==> src/rtl/ex_mem_stage_ctrl.sv <==
// EX->MEM pipeline register with a variable-latency data-memory port.
// Issues at most one load/store per held entry, aligns store data and extends load data.
module ex_mem_stage_ctrl #(
  parameter int unsigned PAY_W    = 42,
  parameter int unsigned ADDR_W   = 32,
  parameter bit          LOAD_EXT = 1'b1
) (
  input  logic              clk,
  input  logic              reset,
  input  logic              ex_to_mem_reg_valid,
  output logic              ex_mem_reg_allow_in,
  input  logic [PAY_W-1:0]  in_payload,
  input  logic              in_mem_read,
  input  logic              in_mem_write,
  input  logic [2:0]        in_mem_mode,
  input  logic              in_mem_us,
  input  logic [ADDR_W-1:0] in_addr,
  input  logic [31:0]       in_wdata,
  input  logic              flush,
  input  logic              mem_wb_reg_allow_in,
  output logic              mem_to_wb_reg_valid,
  output logic [PAY_W-1:0]  out_payload,
  output logic [31:0]       out_rdata,
  output logic              out_misalign,
  output logic              dmem_req,
  output logic              dmem_we,
  output logic [ADDR_W-1:0] dmem_addr,
  output logic [31:0]       dmem_wdata,
  output logic [3:0]        dmem_wstrb,
  input  logic              dmem_gnt,
  input  logic              dmem_rvalid,
  input  logic [31:0]       dmem_rdata
);

  localparam logic [2:0] StEmpty = 3'd0;
  localparam logic [2:0] StIssue = 3'd1;
  localparam logic [2:0] StWaitR = 3'd2;
  localparam logic [2:0] StHold  = 3'd3;
  localparam logic [2:0] StDrain = 3'd4;

  logic [2:0]        state_q, state_d;
  logic [PAY_W-1:0]  payload_q, payload_d;
  logic              mem_read_q, mem_read_d;
  logic              mem_write_q, mem_write_d;
  logic [2:0]        mode_q, mode_d;
  logic              us_q, us_d;
  logic [ADDR_W-1:0] addr_q, addr_d;
  logic [31:0]       wdata_q, wdata_d;
  logic [31:0]       rdata_q, rdata_d;
  logic              misalign_q, misalign_d;

  logic       accept;
  logic       in_misalign;
  logic [1:0] off;

  assign off = addr_q[1:0];

  // Only memory ops can be misaligned; byte accesses never are.
  always_comb begin
    in_misalign = 1'b0;
    if (in_mem_read || in_mem_write) begin
      if (in_mem_mode == 3'd1) begin
        in_misalign = in_addr[0];
      end else if (in_mem_mode != 3'd0) begin
        in_misalign = (in_addr[1:0] != 2'b00);
      end
    end
  end

  always_comb begin
    ex_mem_reg_allow_in = !flush &&
                          ((state_q == StEmpty) || ((state_q == StHold) && mem_wb_reg_allow_in));
    accept = ex_mem_reg_allow_in && ex_to_mem_reg_valid;
  end

  always_comb begin
    state_d     = state_q;
    payload_d   = payload_q;
    mem_read_d  = mem_read_q;
    mem_write_d = mem_write_q;
    mode_d      = mode_q;
    us_d        = us_q;
    addr_d      = addr_q;
    wdata_d     = wdata_q;
    rdata_d     = rdata_q;
    misalign_d  = misalign_q;

    case (state_q)
      StIssue: begin
        if (dmem_gnt) begin
          // A granted store is committed even if flushed; a granted load must drain its data.
          if (flush) state_d = mem_write_q ? StEmpty : StDrain;
          else       state_d = mem_write_q ? StHold : StWaitR;
        end else if (flush) begin
          state_d = StEmpty;
        end
      end
      StWaitR: begin
        if (flush) begin
          state_d = dmem_rvalid ? StEmpty : StDrain;
        end else if (dmem_rvalid) begin
          rdata_d = dmem_rdata;
          state_d = StHold;
        end
      end
      StHold: begin
        if (flush || mem_wb_reg_allow_in) state_d = StEmpty;
      end
      StDrain: begin
        if (dmem_rvalid) state_d = StEmpty;
      end
      default: state_d = StEmpty;
    endcase

    if (accept) begin
      payload_d   = in_payload;
      mem_read_d  = in_mem_read;
      mem_write_d = in_mem_write;
      mode_d      = in_mem_mode;
      us_d        = in_mem_us;
      addr_d      = in_addr;
      wdata_d     = in_wdata;
      rdata_d     = 32'd0;
      misalign_d  = in_misalign;
      if (in_misalign)                     state_d = StHold;
      else if (in_mem_read || in_mem_write) state_d = StIssue;
      else                                  state_d = StHold;
    end
  end

  always_ff @(posedge clk or posedge reset) begin
    if (reset) begin
      state_q     <= StEmpty;
      payload_q   <= '0;
      mem_read_q  <= 1'b0;
      mem_write_q <= 1'b0;
      mode_q      <= 3'd0;
      us_q        <= 1'b0;
      addr_q      <= '0;
      wdata_q     <= 32'd0;
      rdata_q     <= 32'd0;
      misalign_q  <= 1'b0;
    end else begin
      state_q     <= state_d;
      payload_q   <= payload_d;
      mem_read_q  <= mem_read_d;
      mem_write_q <= mem_write_d;
      mode_q      <= mode_d;
      us_q        <= us_d;
      addr_q      <= addr_d;
      wdata_q     <= wdata_d;
      rdata_q     <= rdata_d;
      misalign_q  <= misalign_d;
    end
  end

  always_comb begin
    dmem_req  = (state_q == StIssue);
    dmem_we   = dmem_req && mem_write_q;
    dmem_addr = {addr_q[ADDR_W-1:2], 2'b00};
    case (mode_q)
      3'd0: begin
        dmem_wdata = {4{wdata_q[7:0]}};
        dmem_wstrb = 4'b0001 << off;
      end
      3'd1: begin
        dmem_wdata = {2{wdata_q[15:0]}};
        dmem_wstrb = 4'b0011 << off;
      end
      default: begin
        dmem_wdata = wdata_q;
        dmem_wstrb = 4'b1111;
      end
    endcase
    if (!dmem_we) dmem_wstrb = 4'b0000;
  end

  logic [31:0] lane;
  logic [15:0] half;
  logic [31:0] ext;

  always_comb begin
    lane = rdata_q >> {off, 3'b000};
    half = off[1] ? rdata_q[31:16] : rdata_q[15:0];
    case (mode_q)
      3'd0:    ext = us_q ? {24'd0, lane[7:0]} : {{24{lane[7]}}, lane[7:0]};
      3'd1:    ext = us_q ? {16'd0, half} : {{16{half[15]}}, half};
      default: ext = rdata_q;
    endcase
  end

  always_comb begin
    mem_to_wb_reg_valid = (state_q == StHold);
    out_payload         = payload_q;
    out_misalign        = misalign_q;
    if (mem_read_q && !misalign_q) out_rdata = LOAD_EXT ? ext : rdata_q;
    else                           out_rdata = 32'd0;
  end

endmodule

==> config.mk <==
export PLATFORM = sky130hd
export DESIGN_NAME = ex_mem_stage_ctrl
export DESIGN_NICKNAME = d
export VERILOG_FILES = /design/src/rtl/ex_mem_stage_ctrl.sv
export SDC_FILE = /design/constraint.sdc
export NUM_CORES = 1
export LEC_CHECK = 0
export BUFFER_PORTS_ARGS = -buffer_cell sky130_fd_sc_hd__buf_2
export CAP_MARGIN = 5
export CORE_MARGIN = 5
export CORE_UTILIZATION = 44
export DETAILED_ROUTE_END_ITERATION = 7
export GPL_TIMING_DRIVEN = 0
export PLACE_DENSITY = 0.72
export SKIP_LAST_GASP = 1
export SLEW_MARGIN = 40
export SYNTH_ARGS = -nofsm -noshare
export SYNTH_HDL_FRONTEND = slang
export SYNTH_SLANG_ARGS = --single-unit
==> constraint.sdc <==
create_clock -name clk -period 5.9 [get_ports clk]
set_input_delay 1.18 -clock clk [delete_from_list [all_inputs] [get_ports clk]]
set_output_delay 1.18 -clock clk [all_outputs]
set_load 0.01 [all_outputs]
; After elaboration in Yosys (flattened, before gate mapping)
; Index checks and enable logic that the tools add are counted.
[word_totals]
in_bits = 151
word_cells = 71
out_inout_bits = 147
regBits = 148
[classes]
eq_ne = 11
shifts = 3
mux = 29
n_reduce_logical = 18
[op_table]
columns = op, count
row1 = two-way mux 32 bit, 7
row2 = case mux 32 bit (2 select lines), 2
row3 = right shift 32 x 5 -> 8 bit, 1
row4 = two-way mux 3 bit, 10
row5 = two-way mux 16 bit, 1
row6 = case mux 3 bit (4 select lines), 1
row7 = "equality test 3 x 1 -> 1 bit, second input constant", 3
row8 = case mux 4 bit (2 select lines), 1
row9 = "equality test 3 x 2 -> 1 bit, second input constant", 2
row10 = logical NOT 3 bit, 2
row11 = nonzero test 2 bit, 3
row12 = logical AND 1 bit, 5
row13 = two-way mux 1 bit, 4
row14 = two-way mux 2 bit, 2
row15 = two-way mux 4 bit, 1
row16 = "inequality test 4 x 2 -> 1 bit, second input constant", 1
row17 = "inequality test 4 bit, second input constant", 1
row18 = AND reduction 4 bit, 1
row19 = "left shift 1 x 2 -> 4 bit, first input constant", 1
row20 = "left shift 2 x 2 -> 4 bit, first input constant", 1
row21 = "equality test 3 bit, second input constant", 1
row22 = logical OR 1 bit, 3
row23 = "inequality test 3 x 1 -> 1 bit, second input constant", 1
row24 = "inequality test 3 bit, second input constant", 1
row25 = other kinds (4), 5

; Logic depth before layout (Yosys ltp)
; Gate-level depths: netlist of the first run.
[logic_depth]
depth_word = 7
depth_mapped = 7
depth_no_buf = 4

; Worst setup path after synthesis of the first run
; OpenSTA, ideal clock, no wires.
[synth_path]
path_kind = input to output
from = in mem_wb_reg_allow_in
to = out ex_mem_reg_allow_in
t_required_ns = 4.720
t_arrival_ns = 1.586
path_slack_ns = 3.134
path_stages = 2
path_buffers = 0
path_cell_list = and3_1 o21a_1
[synth_between]
elab_chain_cells = 3
[synth_lines]
columns = item, line
row1 = start: declaration, 20  ; input logic mem_wb_reg_allow_in,
row2 = logical AND 1 bit, 72  ; ((state_q == StEmpty) || ((state_q == StHold) && mem_wb_reg_allow_in));
row3 = logical OR 1 bit, 72
row4 = logical AND 1 bit, 71  ; ex_mem_reg_allow_in = !flush &&
row5 = end: declaration, 11  ; output logic ex_mem_reg_allow_in,
; No other way between the ends.

; Final worst setup path of the first run
[layout_path]
from = reg mode_q[1]
to = out out_rdata[12]
[layout_between]
elab_chain_cells = 3
word_cells_on_any_way = 4
cone_classes = eq/ne (1) / mux (2) / reduce/logical (1)
[layout_lines]
columns = item, line
row1 = start: declaration, 45  ; logic [2:0] mode_q, mode_d;
row2 = start signal: assignment, 148  ; mode_q <= mode_d;
row3 = equality test 3 x 1 -> 1 bit / logical NOT 3 bit (equally long branches), 185  ; case (mode_q)
row4 = case mux 32 bit (2 select lines) (*), 185
row5 = two-way mux 32 bit (*), 196  ; if (mem_read_q && !misalign_q) out_rdata = LOAD_EXT ? ext : rdata_q;
row6 = end: declaration, 23  ; output logic [31:0] out_rdata,
; Mark *: on every way between the ends. The rest lies on a longest branch, timed or not.

==> impl_metrics.toml, run 1 <==
[clock_network]
cts_setup_buffers = 0
cts_root_buffer = "clkbuf_16"
cts_resized = 0
cts_buffers = 17
cts_sinks = 148
cts_hold_buf = 0
cts.clk_slew.worst_paths_ns = 0.06
clk_path_buf_depth = 2
cts_tree = "done"
clk_latency_ns = 0.42
htreeDepth = 4

[logic_synthesis]
synth_warnings = 0
synth_top_cell_area_share_pct = 51.66
syn_inst = 862
yosysUniqueCellTypes = 38
synthTopCellsByArea = "dfrtp_1 (52%), nand2_1 (24%), buf_4 (4.2%), a21oi_1 (3.7%), mux4_2 (2.5%)"
post_synth.cell_area_avg_um2 = 8.317
syn_area_um2 = 7169
synth_top_area_cell = "dfrtp_1"
yosysSeqAreaShare_pct = 51.66
ys_ff_latch = 148

[final_layout]
syn2layout_area_growth_pct = 32.91
finalNonFillerCells = 1409
final_cell_area_um2 = 9529
layout-drive-gt1-share_pct = 34.82
nets = 1330
final_util_pct = 59.77

[floorplan]
std_cell_rows = 46
start_util_pct = 44.97
die_h_um = 137.7
io-pin-count = 298
die_area_um2 = 18950
die_w_um = 137.7
coreArea_um2 = 15940

[sta]
setup-violations-final = 0
whs_ns = 0.4683
slew_headroom_pct = 58.79
min_period_ns = 3.592
skew_ns = 0.01149
rsz0062_at_grt = "false"
worstMarginPinSlew_ns = 0.6182
fmax_ghz = 0.2784
finalCritPeriodShare_pct = 60.88
hold_viol = 0
slew_viol_final = 0

[power]
p_per_area_nw_per_um2 = 534.3
p_sw_w = 0.002060
intPower_w = 0.003031
sequentialPowerShare_pct = 36.5
worst_ir_drop_vdd_v = 0.0002331
combinationalPowerShare_pct = 43.8
clockPowerShare_pct = 19.7
swShare_pct = 40.47
total_power_w = 0.005091
p_leak_nw = 5.482

[min_path]
whs_path_depth = 2
hold_class = "reg2reg"

[detailed_routing]
ant_nets = 0
first_iter_violations = 470
via_per_inst = 4.857
drtPass1Iterations = 5
drt-wirelength-per-cell_um = 15.93
drc = 0
vias = 6843
routed_wl_um = 22450

[worst_setup_path]
rr_worst_depth = 7
crit_fanout = 9
cp.arrival_ns = 2.41
crit_path_start_kind = "flop"
worstPathRequired_ns = 4.72
worstSetupPathType = "reg2out"
end_kind = "output pin"

[flow_run]
drv_cap = 0

[placed_design]
dp.cells = 1376
io_buffers = 295
gp_congestion = 0.8520
postPlaceCellArea_um2 = 8982
hpwlAfterDp_um = 16880

[outcome]
outcome = "complete, no violations"

[global_routing]
antenna_found_initial = 3
grt_max_degree = 67
grtUsageTotal_pct = 23.60
grt_pass1_vias = 6717
grt_pass1_wl_um = 34580
grt_overflow = 0
-- cells by family (layout without fill, tap and decap cells) --
logic type,Yosys count,in the layout,share of synthesized area (%)
and+or+nand+nor,493,493,27.03
DFF,148,148,51.66
AOI/OAI and AO/OA,98,98,8.220
buffers and inverters,97,426,7.784
muxes,25,25,5.253
other,1,3,0.05231
-- synth_stat cells --
library cell,n
nand2_1,453
dfrtp_1,148
a21oi_1,53
buf_4,40
clkbuf_1,25
buf_2,23
a21o_1,18
nor2_1,15
o21ai_0,10
a22oi_1,9
mux2_2,8
mux2i_1,8
mux4_2,8
and3_1,4
inv_1,4
nand2b_1,4
buf_1,3
nor3_1,3
buf_6,2
nand3b_1,2
nand4b_1,2
nor2_4,2
nor3b_1,2
o21a_1,2
a2111oi_0,1
a211oi_1,1
a31o_2,1
and4b_1,1
conb_1,1
mux4_1,1
nor2b_1,1
nor4_1,1
nor4b_1,1
o211a_1,1
o211ai_2,1
o41ai_1,1
or2_1,1
or3b_2,1
-- final timing paths --
kind                                 start         endpoint  slack [ns]
setup / recovery                 mode_q[1]    out_rdata[12]        2.31
hold / removal             out_payload[35]  out_payload[35]        0.47
setup reg to reg                state_q[2]       wdata_q[6]        3.90
hold reg to reg            out_payload[35]  out_payload[35]        0.47
max in group asynchronous            reset   out_payload[7]        4.64
min in group asynchronous            reset      wdata_q[14]        0.69
-- placed cells by master, fill, tap and decap left out, drive strengths merged, types with 2 or more instances in the layout --
master / instances
nand2: 453
buf: 365
dfrtp: 148
a21oi: 53
clkbuf: 44
a21o: 18
nor2: 17
o21ai: 10
a22oi: 9
mux4: 9
mux2i: 8
mux2: 8
inv: 8
clkinv: 5
and3: 4
nand2b: 4
clkinvlp: 4
nor3: 3
nand4b: 2
nor3b: 2
nand3b: 2
o21a: 2
conb: 2
-- cell type report --
type | instances | area (um^2)
Antenna cell | 1 | 2.502
Fill cell | 1507 | 6414
Inverter | 4 | 22.52
Clock buffer | 19 | 442.9
Multi-Input combinational cell | 618 | 2912
Sequential cell | 148 | 3704
Buffer | 93 | 543.0
Clock inverter | 13 | 101.3
Timing Repair Buffer | 297 | 1531
Tap cell | 216 | 270.3
-- critical path, cell delays in order, from the launching register on --
cell,delay (ns)
dfrtp_1,0.39
or2_1,0.22
clkbuf_1,0.24
nor2_4,0.34
nand3b_1,0.34
a21oi_1,0.29
buf_2,0.17
-- per-layer routing --
| metal | up-vias | wire (um) | track usage, % |
|---|---|---|---|
| met1 | 3138 | 8948 | 30.16 |
| met5 | - | 22 | 0 |
| li1 | 3338 | - | - |
| met2 | 324 | 10740 | 38.31 |
| met3 | 39 | 2282 | 7.524 |
| met4 | 4 | 461 | 7.262 |
-- registers in the layout, summed over array words and instances (netlist names), 3 cells and up --
| signal | flops |
|---|---|
| addr_q | 32 |
| mode_q | 3 |
| out_payload | 42 |
| rdata_q | 32 |
| state_q | 3 |
| wdata_q | 32 |
-- metrics by stage --
step	setup slack (ns)	TNS, ns
finish	2.308	0
detailed placement	2.784	0
global route	2.192	0
floorplan	0.7403	0
CTS	2.316	0
global placement	-1.091	-159.55
-- power by group through the flow --
stage               Combinational [W]  Clock [W]  Sequential (W)
CTS                           0.00226    0.00102         0.00185
global placement              0.00221          0         0.00184
finish                        0.00223    0.00100         0.00186
floorplan                     0.00140          0         0.00182
global route                  0.00249    0.00106         0.00192
detailed placement            0.00225          0         0.00185
Power figures use the tool's default switching activity.
==> run 2, diff against run 1 <==
clock period = 3.7 ns   (was 5.9 ns; I/O delays follow)
==> run 2 against run 1 <==
  * Critical endpoint is now out_rdata[11]
  * Count of clock-buffer cells in the layout unchanged
  * Non-clock buffer count up 4
  * Register-to-register slack worse by 2.2 ns
  * Largest cell class unchanged
  * Hold slack got worse by 0.093 ns
  * Worst setup slack worse by 1.7 ns
  * Total power up 62%
  * Critical path depth did not move
  * Sequential share of layout area down 0.48 points
  * Utilization grew 0.75 points
==> impl_metrics.toml, run 2 (synthesis results as in run 1) <==
[final_layout]
multi_input_area_um2 = 2912
final_cell_area_um2 = 9648
syn2layout_area_growth_pct = 34.57
layout-drive-gt1-share_pct = 34.95
most-common-layout-cells = "nand2_1 (453), buf_2 (318), dfrtp_1 (148)"
nets = 1334
fillers = 1465
seqCellArea_um2 = 3704
largest_reg_flops = 42
n_antenna_cell = 0
final_common_cell = "nand2_1"

[clock_network]
cts_buffers = 17
clk_path_buf_depth = 2
htreeDepth = 4
cts_tree = "done"
cts_sinks = 148
cts_hold_buf = 0
cts_resized = 0
cts_root_buffer = "clkbuf_16"
cts_setup_buffers = 0
cts.clk_slew.worst_paths_ns = 0.07
clk_latency_ns = 0.41

[flow_run]
drv_cap = 0

[worst_setup_path]
crit_chain = "or2_1, clkbuf_1, nor2_4, nand3b_1, a21oi_1, buf_2"
crit_cells = 6
worst-r2r-setup-slack_ns = 1.67
startpoint = "mode_q[1]"
end_kind = "output pin"
crit_slowest_cell = "dfrtp_1"
slowest_delay_ns = 0.39
timing.rr.end = "wdata_q[6]"
worstReg2RegStart = "state_q[2]"
crit_path_start_kind = "flop"
rr_worst_depth = 7
endpoint = "out_rdata[11]"
crit_fanout = 9
cp.buffers_inverters = 2
cp_top_family = "simple AND/OR/NAND/NOR gates"
worstPathRequired_ns = 2.96
cp.arrival_ns = 2.36
worstSetupPathType = "reg2out"

[global_routing]
grt_pass1_wl_um = 34740
grt_pass1_vias = 6741
grt_max_degree = 26
grt_overflow = 0
antenna_found_initial = 0
grtUsageTotal_pct = 23.72

[sta]
hold_viol = 0
slew_headroom_pct = 59.37
finalCritPeriodShare_pct = 83.90
worstMarginPinSlew_ns = 0.6095
setup_tns_ns = 0
whs_ns = 0.3755
fmax_ghz = 0.3221
slew_viol_final = 0
setup_ws_ns = 0.5957
rsz0062_at_grt = "false"
setup-violations-final = 0
min_period_ns = 3.104
skew_ns = 0.008231

[detailed_routing]
vias = 6814
first_iter_violations = 502
routed_wl_um = 22460
drc = 0
drt-wirelength-per-cell_um = 15.90
drtPass1Iterations = 5
via_per_inst = 4.826
ant_nets = 0

[placed_design]
postPlaceCellArea_um2 = 9066
hpwlAfterDp_um = 17160
io_buffers = 295
place_ws_ns = 1.043
gp_congestion = 0.8556

[power]
total_power_w = 0.008248
worst_ir_drop_vdd_v = 0.0003972
p_per_area_nw_per_um2 = 854.9
p_leak_nw = 5.535

[floorplan]
coreArea_um2 = 15940
io-pin-count = 298
die_w_um = 137.7
die_area_um2 = 18950
start_util_pct = 44.97
std_cell_rows = 46
die_h_um = 137.7

[min_path]
hold_class = "in2async"

[outcome]
outcome = "complete, no violations"
## run 2: changes by cell type in the layout (fill, tap and decap cells not counted), sizes merged
cell,change
clkinv,-1
buf,+4
diode,-1
bufinv,+2
inv,-1
## run 2: area by class of cell
class / instances / area share [%]
clock buffer: 19 / 4.487
timing repair buffer: 301 / 16.78
inverter: 4 / 0.1945
sequential: 148 / 38.39
buffer: 93 / 5.628
clock inverter: 13 / 1.543
tap: 216 / 2.801
multi-input combinational: 618 / 30.18
## run 2: worst reg2reg max path, delay by kind of cell (launching register included)
family / cells / cell delay (ns)
simple gates: 3 / 0.40
compound gates: 1 / 0.18
buf+inv: 3 / 0.92
flops: 1 / 0.46
## run 2: per-layer routing
layer	part of all wire (%)	track usage (%)
met3	9.3	7.195
met4	2.3	8.370
met2	48	38.91
met1	40	29.76
met5	0	0
## run 2: worst min path at each step
stage	to	slack, ns	cells after the start	from
after floorplan	wdata_q[16]	0.45	2	wdata_q[16]
after global placement	out_payload[31]	0.45	2	out_payload[31]
after detailed placement	out_payload[36]	0.46	2	out_payload[36]
after CTS	out_payload[9]	0.37	2	reset
after global routing	out_payload[29]	0.42	2	reset
final	out_payload[29]	0.38	2	reset
## run 2: stage by stage
step	instances	util (%)
3_3_place_gp	1374	55.97
5_1_grt	1412	60.52
6_report	1412	60.52
2_1_floorplan	863	-
4_1_cts	1412	60.52
3_5_place_dp	1380	56.87
## run 2: power breakdown
part	switching (W)	internal, W	leakage [nW]
combinational	0.00198	0.00158	3.38
sequential	0.000592	0.00238	1.88
clock	0.000714	0.00100	0.275
total	0.00329	0.00496	5.53
